<file path="src/rtl/divider_pkg.sv">
// Shared definitions for the M-extension divider: widths, FSM encoding and
// the fixed RISC-V results for divide-by-zero and signed overflow.
package divider_pkg;

  localparam int unsigned DATA_LEN         = 32;
  localparam int unsigned MD_OUT_SEL_WIDTH = 2;
  localparam int unsigned DIV_CNT_W        = $clog2(DATA_LEN);

  typedef enum logic [1:0] {
    DIV_ST_IDLE = 2'd0,
    DIV_ST_CALC = 2'd1,
    DIV_ST_SIGN = 2'd2,
    DIV_ST_DONE = 2'd3
  } div_state_e;

  localparam logic [DATA_LEN-1:0] DIV_ZERO_QUOT = '1;
  localparam logic [DATA_LEN-1:0] DIV_OVF_QUOT  = {1'b1, {(DATA_LEN-1){1'b0}}};

endpackage

</file>
<file path="src/rtl/divider_negate.sv">
// Conditional two's-complement negation, used for operand magnitudes and for
// the sign corrections of quotient and remainder.
module div_negate
  import divider_pkg::*;
#(
  parameter int unsigned WIDTH = DATA_LEN
) (
  input  logic             neg_i,
  input  logic [WIDTH-1:0] val_i,
  output logic [WIDTH-1:0] val_o
);

  assign val_o = neg_i ? -val_i : val_i;

endmodule

</file>
<file path="src/rtl/divider.sv">
// Iterative radix-2 restoring divider for RV32M DIV/DIVU/REM/REMU.
// Define DIV_FAST_PATH_EN to finish divide-by-zero and signed overflow in one cycle.
module divider
  import divider_pkg::*;
(
  input  logic                        clk,
  input  logic                        rst_n,
  input  logic                        start,
  input  logic                        flush,
  input  logic [DATA_LEN-1:0]         src1,
  input  logic [DATA_LEN-1:0]         src2,
  input  logic                        div_signed,
  input  logic [MD_OUT_SEL_WIDTH-1:0] md_out_sel,
  output logic                        busy,
  output logic                        result_valid,
  output logic [DATA_LEN-1:0]         result
);

  div_state_e            state_q, state_d;
  logic [DATA_LEN-1:0]   quo_q, quo_d;
  logic [DATA_LEN-1:0]   dvsr_q, dvsr_d;
  logic [DATA_LEN-1:0]   rem_q, rem_d;
  logic [DIV_CNT_W-1:0]  cnt_q, cnt_d;
  logic                  signed_q, signed_d;
  logic                  rem_sel_q, rem_sel_d;
  logic                  dvnd_neg_q, dvnd_neg_d;
  logic                  dvsr_neg_q, dvsr_neg_d;
  logic                  dz_q, dz_d;
  logic                  ovf_q, ovf_d;
  logic [DATA_LEN-1:0]   result_q, result_d;

  logic                  src1_neg, src2_neg;
  logic [DATA_LEN-1:0]   src1_abs, src2_abs;
  logic                  is_dz, is_ovf;
  logic [DATA_LEN:0]     shift_rem, trial;
  logic                  q_bit;
  logic                  quo_neg, rem_neg;
  logic [DATA_LEN-1:0]   quo_fixed, rem_fixed;
  logic [DATA_LEN-1:0]   quo_final, rem_final;
  logic                  sel_unused;

  assign sel_unused = |(md_out_sel >> 1);

  assign src1_neg = div_signed & src1[DATA_LEN-1];
  assign src2_neg = div_signed & src2[DATA_LEN-1];

  div_negate #(.WIDTH(DATA_LEN)) u_abs_src1 (.neg_i(src1_neg), .val_i(src1), .val_o(src1_abs));
  div_negate #(.WIDTH(DATA_LEN)) u_abs_src2 (.neg_i(src2_neg), .val_i(src2), .val_o(src2_abs));

  assign is_dz  = (src2 == '0);
  assign is_ovf = div_signed & (src1 == DIV_OVF_QUOT) & (src2 == '1);

  // Dividend bits are consumed from the top of quo_q while quotient bits enter at the bottom.
  assign shift_rem = {rem_q, quo_q[DATA_LEN-1]};
  assign trial     = shift_rem - {1'b0, dvsr_q};
  assign q_bit     = ~trial[DATA_LEN];

  assign quo_neg = signed_q & (dvnd_neg_q ^ dvsr_neg_q);
  assign rem_neg = signed_q & dvnd_neg_q;

  div_negate #(.WIDTH(DATA_LEN)) u_fix_quo (.neg_i(quo_neg), .val_i(quo_q), .val_o(quo_fixed));
  div_negate #(.WIDTH(DATA_LEN)) u_fix_rem (.neg_i(rem_neg), .val_i(rem_q), .val_o(rem_fixed));

  // With a zero divisor every trial succeeds, so the corrected remainder is already src1.
  assign quo_final = ovf_q ? DIV_OVF_QUOT : (dz_q ? DIV_ZERO_QUOT : quo_fixed);
  assign rem_final = ovf_q ? '0 : rem_fixed;

  always_comb begin
    state_d    = state_q;
    quo_d      = quo_q;
    dvsr_d     = dvsr_q;
    rem_d      = rem_q;
    cnt_d      = cnt_q;
    signed_d   = signed_q;
    rem_sel_d  = rem_sel_q;
    dvnd_neg_d = dvnd_neg_q;
    dvsr_neg_d = dvsr_neg_q;
    dz_d       = dz_q;
    ovf_d      = ovf_q;
    result_d   = result_q;

    case (state_q)
      DIV_ST_IDLE: begin
        if (start) begin
          signed_d   = div_signed;
          rem_sel_d  = md_out_sel[0];
          dvnd_neg_d = src1[DATA_LEN-1];
          dvsr_neg_d = src2[DATA_LEN-1];
          quo_d      = src1_abs;
          dvsr_d     = src2_abs;
          rem_d      = '0;
          cnt_d      = DIV_CNT_W'(DATA_LEN - 1);
          dz_d       = is_dz;
          ovf_d      = is_ovf;
          state_d    = DIV_ST_CALC;
`ifdef DIV_FAST_PATH_EN
          if (is_dz || is_ovf) begin
            state_d  = DIV_ST_DONE;
            result_d = md_out_sel[0] ? (is_dz ? src1 : '0)
                                     : (is_dz ? DIV_ZERO_QUOT : DIV_OVF_QUOT);
          end
`endif
        end
      end
      DIV_ST_CALC: begin
        quo_d = {quo_q[DATA_LEN-2:0], q_bit};
        rem_d = q_bit ? trial[DATA_LEN-1:0] : shift_rem[DATA_LEN-1:0];
        if (cnt_q == '0) begin
          state_d = DIV_ST_SIGN;
        end else begin
          cnt_d = cnt_q - DIV_CNT_W'(1);
        end
      end
      DIV_ST_SIGN: begin
        result_d = rem_sel_q ? rem_final : quo_final;
        state_d  = DIV_ST_DONE;
      end
      DIV_ST_DONE: begin
        state_d = DIV_ST_IDLE;
      end
      default: begin
        state_d = DIV_ST_IDLE;
      end
    endcase

    if (flush) begin
      state_d  = DIV_ST_IDLE;
      result_d = result_q;
    end
  end

  always_ff @(posedge clk or negedge rst_n) begin
    if (!rst_n) begin
      state_q    <= DIV_ST_IDLE;
      quo_q      <= '0;
      dvsr_q     <= '0;
      rem_q      <= '0;
      cnt_q      <= '0;
      signed_q   <= 1'b0;
      rem_sel_q  <= 1'b0;
      dvnd_neg_q <= 1'b0;
      dvsr_neg_q <= 1'b0;
      dz_q       <= 1'b0;
      ovf_q      <= 1'b0;
      result_q   <= '0;
    end else begin
      state_q    <= state_d;
      quo_q      <= quo_d;
      dvsr_q     <= dvsr_d;
      rem_q      <= rem_d;
      cnt_q      <= cnt_d;
      signed_q   <= signed_d;
      rem_sel_q  <= rem_sel_d;
      dvnd_neg_q <= dvnd_neg_d;
      dvsr_neg_q <= dvsr_neg_d;
      dz_q       <= dz_d;
      ovf_q      <= ovf_d;
      result_q   <= result_d;
    end
  end

  assign busy         = (state_q != DIV_ST_IDLE);
  assign result_valid = (state_q == DIV_ST_DONE) && !flush;
  assign result       = result_q;

endmodule

</file>
<file path="config.mk">
export PLATFORM = sky130hd
export DESIGN_NAME = divider
export DESIGN_NICKNAME = d
export VERILOG_FILES = /design/src/rtl/divider_pkg.sv /design/src/rtl/divider_negate.sv /design/src/rtl/divider.sv
export SDC_FILE = /design/constraint.sdc
export NUM_CORES = 1
export LEC_CHECK = 0
export ABC_CLOCK_PERIOD_IN_PS = 6700
export CAP_MARGIN = 20
export CORE_UTILIZATION = 60
export DETAILED_ROUTE_END_ITERATION = 10
export PLACE_DENSITY = 0.88
export SETUP_SLACK_MARGIN = 0.1
export SYNTH_ARGS = -nofsm -noshare
export SYNTH_HDL_FRONTEND = slang
export SYNTH_SLANG_ARGS = --single-unit
export TNS_END_PERCENT = 10
</file>
<file path="constraint.sdc">
create_clock -name clk -period 6.7 [get_ports clk]
set_input_delay 1.005 -clock clk [delete_from_list [all_inputs] [get_ports clk]]
set_output_delay 1.005 -clock clk [all_outputs]
set_load 0.02 [all_outputs]
</file>
* Word-level counts from Yosys, hierarchy flattened
Index checks and enable logic that the tools add are counted.
** Storage, ports and cells
- Word-level logic and storage cells :: 68
- Flip-flop bits (word level) :: 141
- Output and inout bits :: 34
- Input bits :: 71
** Cells by class
- Add/sub/neg operators :: 6
- Eq/ne operators :: 9
- Mux-type cells :: 20
- Reduce and logical (&&, ||, !) cells :: 12
- Bitwise operators :: 9
** Operator list (count)
- 32-bit two-way mux :: 11
- 32-bit negator :: 4
- 32-bit case mux with 2 select lines :: 2
- 32-bit == test (second input constant) :: 2
- 33-bit by 32-bit subtractor with 33-bit output :: 1
- 32-bit logical NOT :: 1
- 5-bit two-way mux :: 2
- 5-bit case mux with 2 select lines :: 1
- 2-bit case mux with 4 select lines :: 1
- 2-bit AND reduction :: 4
- 1-bit bitwise AND :: 6
- 2-bit two-way mux :: 3
- 3-bit != test (second input constant) :: 2
- 5-bit logical NOT :: 1
- 5-bit by 1-bit subtractor with 5-bit output (second input constant) :: 1
- 2-bit == test (second input constant) :: 2
- 2-bit != test (second input constant) :: 2
- 2-bit nonzero test :: 2
- 3-bit AND reduction :: 1
- 2-bit by 1-bit == test with 1-bit output (second input constant) :: 1
- 2-bit logical NOT :: 1
- 1-bit NOT :: 2
- 1-bit logical AND :: 1
- 1-bit logical NOT :: 1
- 1-bit bitwise XOR :: 1

* Depth between registers and ports, before layout
- Word-level depth :: 6
- Mapped depth :: 13
- Gate-level depth less buffers :: 11

* By module
Synthesis repeated with hierarchy kept, for this count alone.
** Unflattened totals
- Cells, all modules :: 1373
- Area total of the unflattened synthesis :: 11664.9 µm²
** By module, submodules not included
- divider :: area each 8597.0 µm², cells an instance 941, instances 1, sequential area each 3528.4 µm²
- div_negate :: area each 767.0 µm², cells an instance 108, instances 4, sequential area each 0.0 µm²

* Least setup slack after synthesis
No wires, ideal clock.
- Kind :: in2reg
- Start point :: input port src1[0]
- End point :: register quo_q[30]
- Path buffers :: 0
- Path slack :: 3.617 ns
- Data required time :: 6.624 ns
- Arrival :: 3.006 ns
- Cell stages on the path :: 10
- Cell sequence :: inv_1 > ha_1 > nor3b_1 > and4bb_2 > nand3_1 > or4_1 > o41ai_2 > xnor2_1 > mux2i_1 > o21ai_1
** On the way
- Cells in the longest elaborated chain, start to end :: 4
** Ends and longest elaborated chain
- start, declared :: RTL line divider.sv:10 : input logic [DATA_LEN-1:0] src1,
- 32-bit negator :: RTL line divider_negate.sv:13 : assign val_o = neg_i ? -val_i : val_i;
- 32-bit two-way mux :: RTL line divider_negate.sv:13
- 32-bit two-way mux :: RTL line divider.sv:84 : if (start) begin
- 32-bit case mux with 2 select lines :: RTL line divider.sv:82 : case (state_q)
- end signal, assigned :: RTL line divider.sv:148 : quo_q <= quo_d;
- end, declared :: RTL line divider.sv:20 : logic [DATA_LEN-1:0] quo_q, quo_d;
Every way passes these cells. The select of a mux whose other input is x is not followed.
A chain may end at the register's enable or synchronous reset.

* Worst setup path after layout
- Start point :: register quo_q[31]
- End point :: register rem_q[26]
** On the way
- Cells in the longest elaborated chain, start to end :: 3
** Ends and longest elaborated chain
- 33-bit by 32-bit subtractor with 33-bit output :: RTL line divider.sv:55 : assign trial = shift_rem - {1'b0, dvsr_q};
- 32-bit two-way mux :: RTL line divider.sv:107 : rem_d = q_bit ? trial[DATA_LEN-1:0] : shift_rem[DATA_LEN-1:0];
- 32-bit case mux with 2 select lines :: RTL line divider.sv:82
- end signal, assigned :: RTL line divider.sv:150 : rem_q <= rem_d;
- end, declared :: RTL line divider.sv:22 : logic [DATA_LEN-1:0] rem_q, rem_d;
Every way passes these cells.

==> run metrics <==
First DRT Iteration DRCs 1316; H-Tree Depth 4; Slowest cell on crit path a2111oi_4; max_cap viols 0; Layout fillers 1348; met2 wire len 13.5 mm; CTS sink count 141; reg2reg path depth 12; mux cell area share after synthesis 3.34%; Placement Setup Slack 2720 ps; routability cong. 0.975; number of antenna-violating nets in the routed design 0; synth warn 0; area taken by multi-input logic gates 0.00684 mm^2; clk buf depth 2; area share of xor/xnor cells in the synthesized design 11.6%; utilization after layout 71.5%; EDFF count, synth 0; synthesized-area fraction occupied by adder cells 5.13%; clock period minus worst slack 4080 ps; share of layout cells above drive strength 1 5.24%; core area 0.0175 mm^2; DR vias/cell 6.38; Resized cells post-CTS 0; Die W 137 um; port bufs 103; Clock Skew 14.2 ps; Antenna Cells 0; Crit Path Category register to register; setup TNS 0 ps; Global Route Usage Sum 34.1%; Post-CTS Hold Fix Bufs 0; Seq/Total Area, Yosys 32.4%; Post-Route WL 30.5 mm; crit path capture type register; status completed; highest routed metal layer met4; syn nets 1435; FMAX 0.245 GHz; first-pass GRT wire length 49.1 mm; grt ovf 0; Reg area 0.00353 mm^2; crit path launch type register; maximum vdd drop 0.000454 V; Area Overhead vs Synth 15.1%; antenna violations before repair 0; Setup-failing EPs final 0; period utilisation layout 61.0%; Critical Path AT 4350 ps; Required @ worst endpoint 6970 ps; RSZ-0062 raised after global routing no; Routed WL per cell 18.9 um; DRC 0; Netlist Area Pre-Place 0.0109 mm^2; DP HPWL 22.6 mm; Synth Area in Compound Gates 23.6%; CP Launch Point quo_q[31]; Critical Path Fanout Max 24; fin worst setup slack 2620 ps; Mapped Avg Cell Area 8.25 um^2; IO Count 105; Async SR Flop Fraction 100%; CTS tree yes; post-synthesis cell count 1320; slew margin rel. 24.8%; Pins Over Slew Limit 0; DR WL met3 2.77 mm; non-filler instance count after layout 1618; 1st-pass router iterations 6; worst reg2reg startpoint quo_q[31]; main combinational cell family by area after synthesis compound AO/OA/AOI/OAI gates; Root Buffer clkbuf_16; largest net degree at the start of global routing 86; Fin Hold WS 479 ps; FF-to-FF setup slack 2620 ps; post-CTS setup buffers 0; #FFs+latches synth 141; NumNets Final 1495; Hold Fails Final Rpt 0; cell row count 48; critical path's largest stage delay 570 ps; actual slew at the worst max-slew pin 1130 ps; Worst Setup EP rem_q[26]; worst skew pair latency 440 ps; PwrDens 536 mW/mm^2; Placed Cells 1586; DIE AREA 0.0187 mm^2; CP cell instances inv_1 -> ha_1 -> fa_1 -> nand2b_1 -> a21o_1 -> a2111oi_4 -> nor4bb_2 -> o41a_1 -> nand4b_2 -> buf_4 -> mux2i_1 -> o22ai_1; initial core utilization 62.1%; met1 WL 13.4 mm; Worst-path clk slew 70 ps; worst reg2reg path endpoint rem_q[26]; leak pwr 5.27 nW; post-synth cell types 77; Main synth FF type dfrtp_1; CTS buffer count 17; vias 10325; number of global-route vias before repair 9322; worst hold path type register to register; DIE HEIGHT 137 um; simple-gate area share of the yosys netlist 19.1%
==> Yosys cell counts (all sizes together) (9+ instances only) <==
| cell type | number | share of area [%] |
|---|---|---|
| a211oi | 9 | 0.62 |
| a21o | 19 | 1.3 |
| a21oi | 100 | 4.6 |
| a221o | 9 | 0.83 |
| a221oi | 12 | 0.97 |
| a22o | 14 | 1.1 |
| buf | 11 | 0.75 |
| clkbuf | 59 | 2.0 |
| dfrtp | 141 | 32 |
| ha | 43 | 4.9 |
| inv | 60 | 2.1 |
| mux2i | 33 | 3.0 |
| nand2 | 165 | 5.7 |
| nand2b | 16 | 0.92 |
| nand3 | 15 | 0.74 |
| nand4 | 15 | 0.86 |
| nor2 | 97 | 3.4 |
| nor3 | 29 | 1.3 |
| nor4 | 14 | 1.0 |
| o21ai | 147 | 6.8 |
| o31ai | 26 | 2.0 |
| o41ai | 12 | 1.1 |
| or3 | 17 | 0.98 |
| or4 | 14 | 1.1 |
| xnor2 | 69 | 5.6 |
| xor2 | 75 | 6.0 |
==> kinds of logic (layout without fill, tap and decap cells) <==
kind of cell             Yosys count  count (layout)
multiplexers                      36              36
flip-flops                       141             141
AO/OA/AOI/OAI                    405             405
adder cells (fa/ha/maj)           44              44
AND/OR/NAND/NOR                  420             420
buffers and inverters            130             203
XOR/XNOR                         144             144
==> how the worst min path moves through the flow <==
stage	startpoint	endpoint	slack, ps	cells after the start
5_1_grt	result[30]	result[30]	500	1
3_3_place_gp	result[24]	result[24]	460	1
6_report	result[7]	result[7]	480	1
2_1_floorplan	dvsr_q[10]	dvsr_q[10]	450	2
3_5_place_dp	result[10]	result[10]	470	1
4_1_cts	result[7]	result[7]	480	1
==> metal layers <==
| layer | track usage [%] | vias up |
|---|---|---|
| li1 | - | 4866 |
| met1 | 49.5 | 4867 |
| met2 | 51.5 | 520 |
| met3 | 5.48 | 72 |
| met4 | 11.2 | 0 |
| met5 | 0 | - |
==> state kept, by name, summed over array words and instances (netlist names) <==
| register | cells |
|---|---|
| signed_q | 1 |
| state_q | 2 |
| result | 32 |
| dvsr_neg_q | 1 |
| quo_q | 32 |
| dz_q | 1 |
| dvnd_neg_q | 1 |
| dvsr_q | 32 |
| cnt_q | 5 |
| ovf_q | 1 |
| rem_sel_q | 1 |
| rem_q | 32 |
==> final cells by class <==
class                   instances  area share, %
clock buffers                  18           3.50
clock inverters                14          0.998
inverters                      60           1.80
multi-input cells            1049           54.6
flip-flops and latches        141           28.1
well taps                     225           2.25
repair buffers                111           8.71
==> metrics by stage <==
step | total power (W) | area, um^2
floorplan | 0.00463 | 10900
global placement | 0.00554 | 12000
detailed placement | 0.00567 | 12000
CTS | 0.00663 | 12500
global route | 0.00719 | 12500
finish | 0.00672 | 12500
==> critical path: cells and delay by family, from the launching register on <==
kind,cells,cell delay (ps)
adders and majority gates,2,620
muxes,1,250
AOI/OAI and AO/OA,4,1370
and+or+nand+nor,3,770
DFF,1,350
buffers and inverters,2,550
==> layout by cell type, fill, tap and decap left out, types with 14 or more instances in the layout <==
| master | synthesis | routed |
|---|---|---|
| nand2_1 | 164 | 163 |
| dfrtp_1 | 141 | 141 |
| o21ai_0 | 110 | 109 |
| clkdlybuf4s50_1 | 0 | 102 |
| a21oi_1 | 100 | 100 |
| nor2_1 | 96 | 96 |
| xor2_1 | 75 | 75 |
| xnor2_1 | 69 | 69 |
| inv_1 | 60 | 60 |
| ha_1 | 43 | 43 |
| o21ai_1 | 37 | 38 |
| mux2i_1 | 33 | 33 |
| nor3_1 | 29 | 29 |
| o31ai_1 | 24 | 24 |
| a21o_1 | 19 | 19 |
| or3_1 | 17 | 17 |
| clkbuf_16 | 0 | 17 |
| nand2b_1 | 16 | 16 |
| nand4_1 | 15 | 15 |
| nand3_1 | 14 | 14 |
| a22o_1 | 14 | 14 |
==> where the power goes <==
part           switching, W  internal [W]
Sequential         0.000481       0.00121
Clock              0.000425      0.000498
Combinational       0.00246       0.00164
Total               0.00336       0.00335
Power figures use the tool's default switching activity.
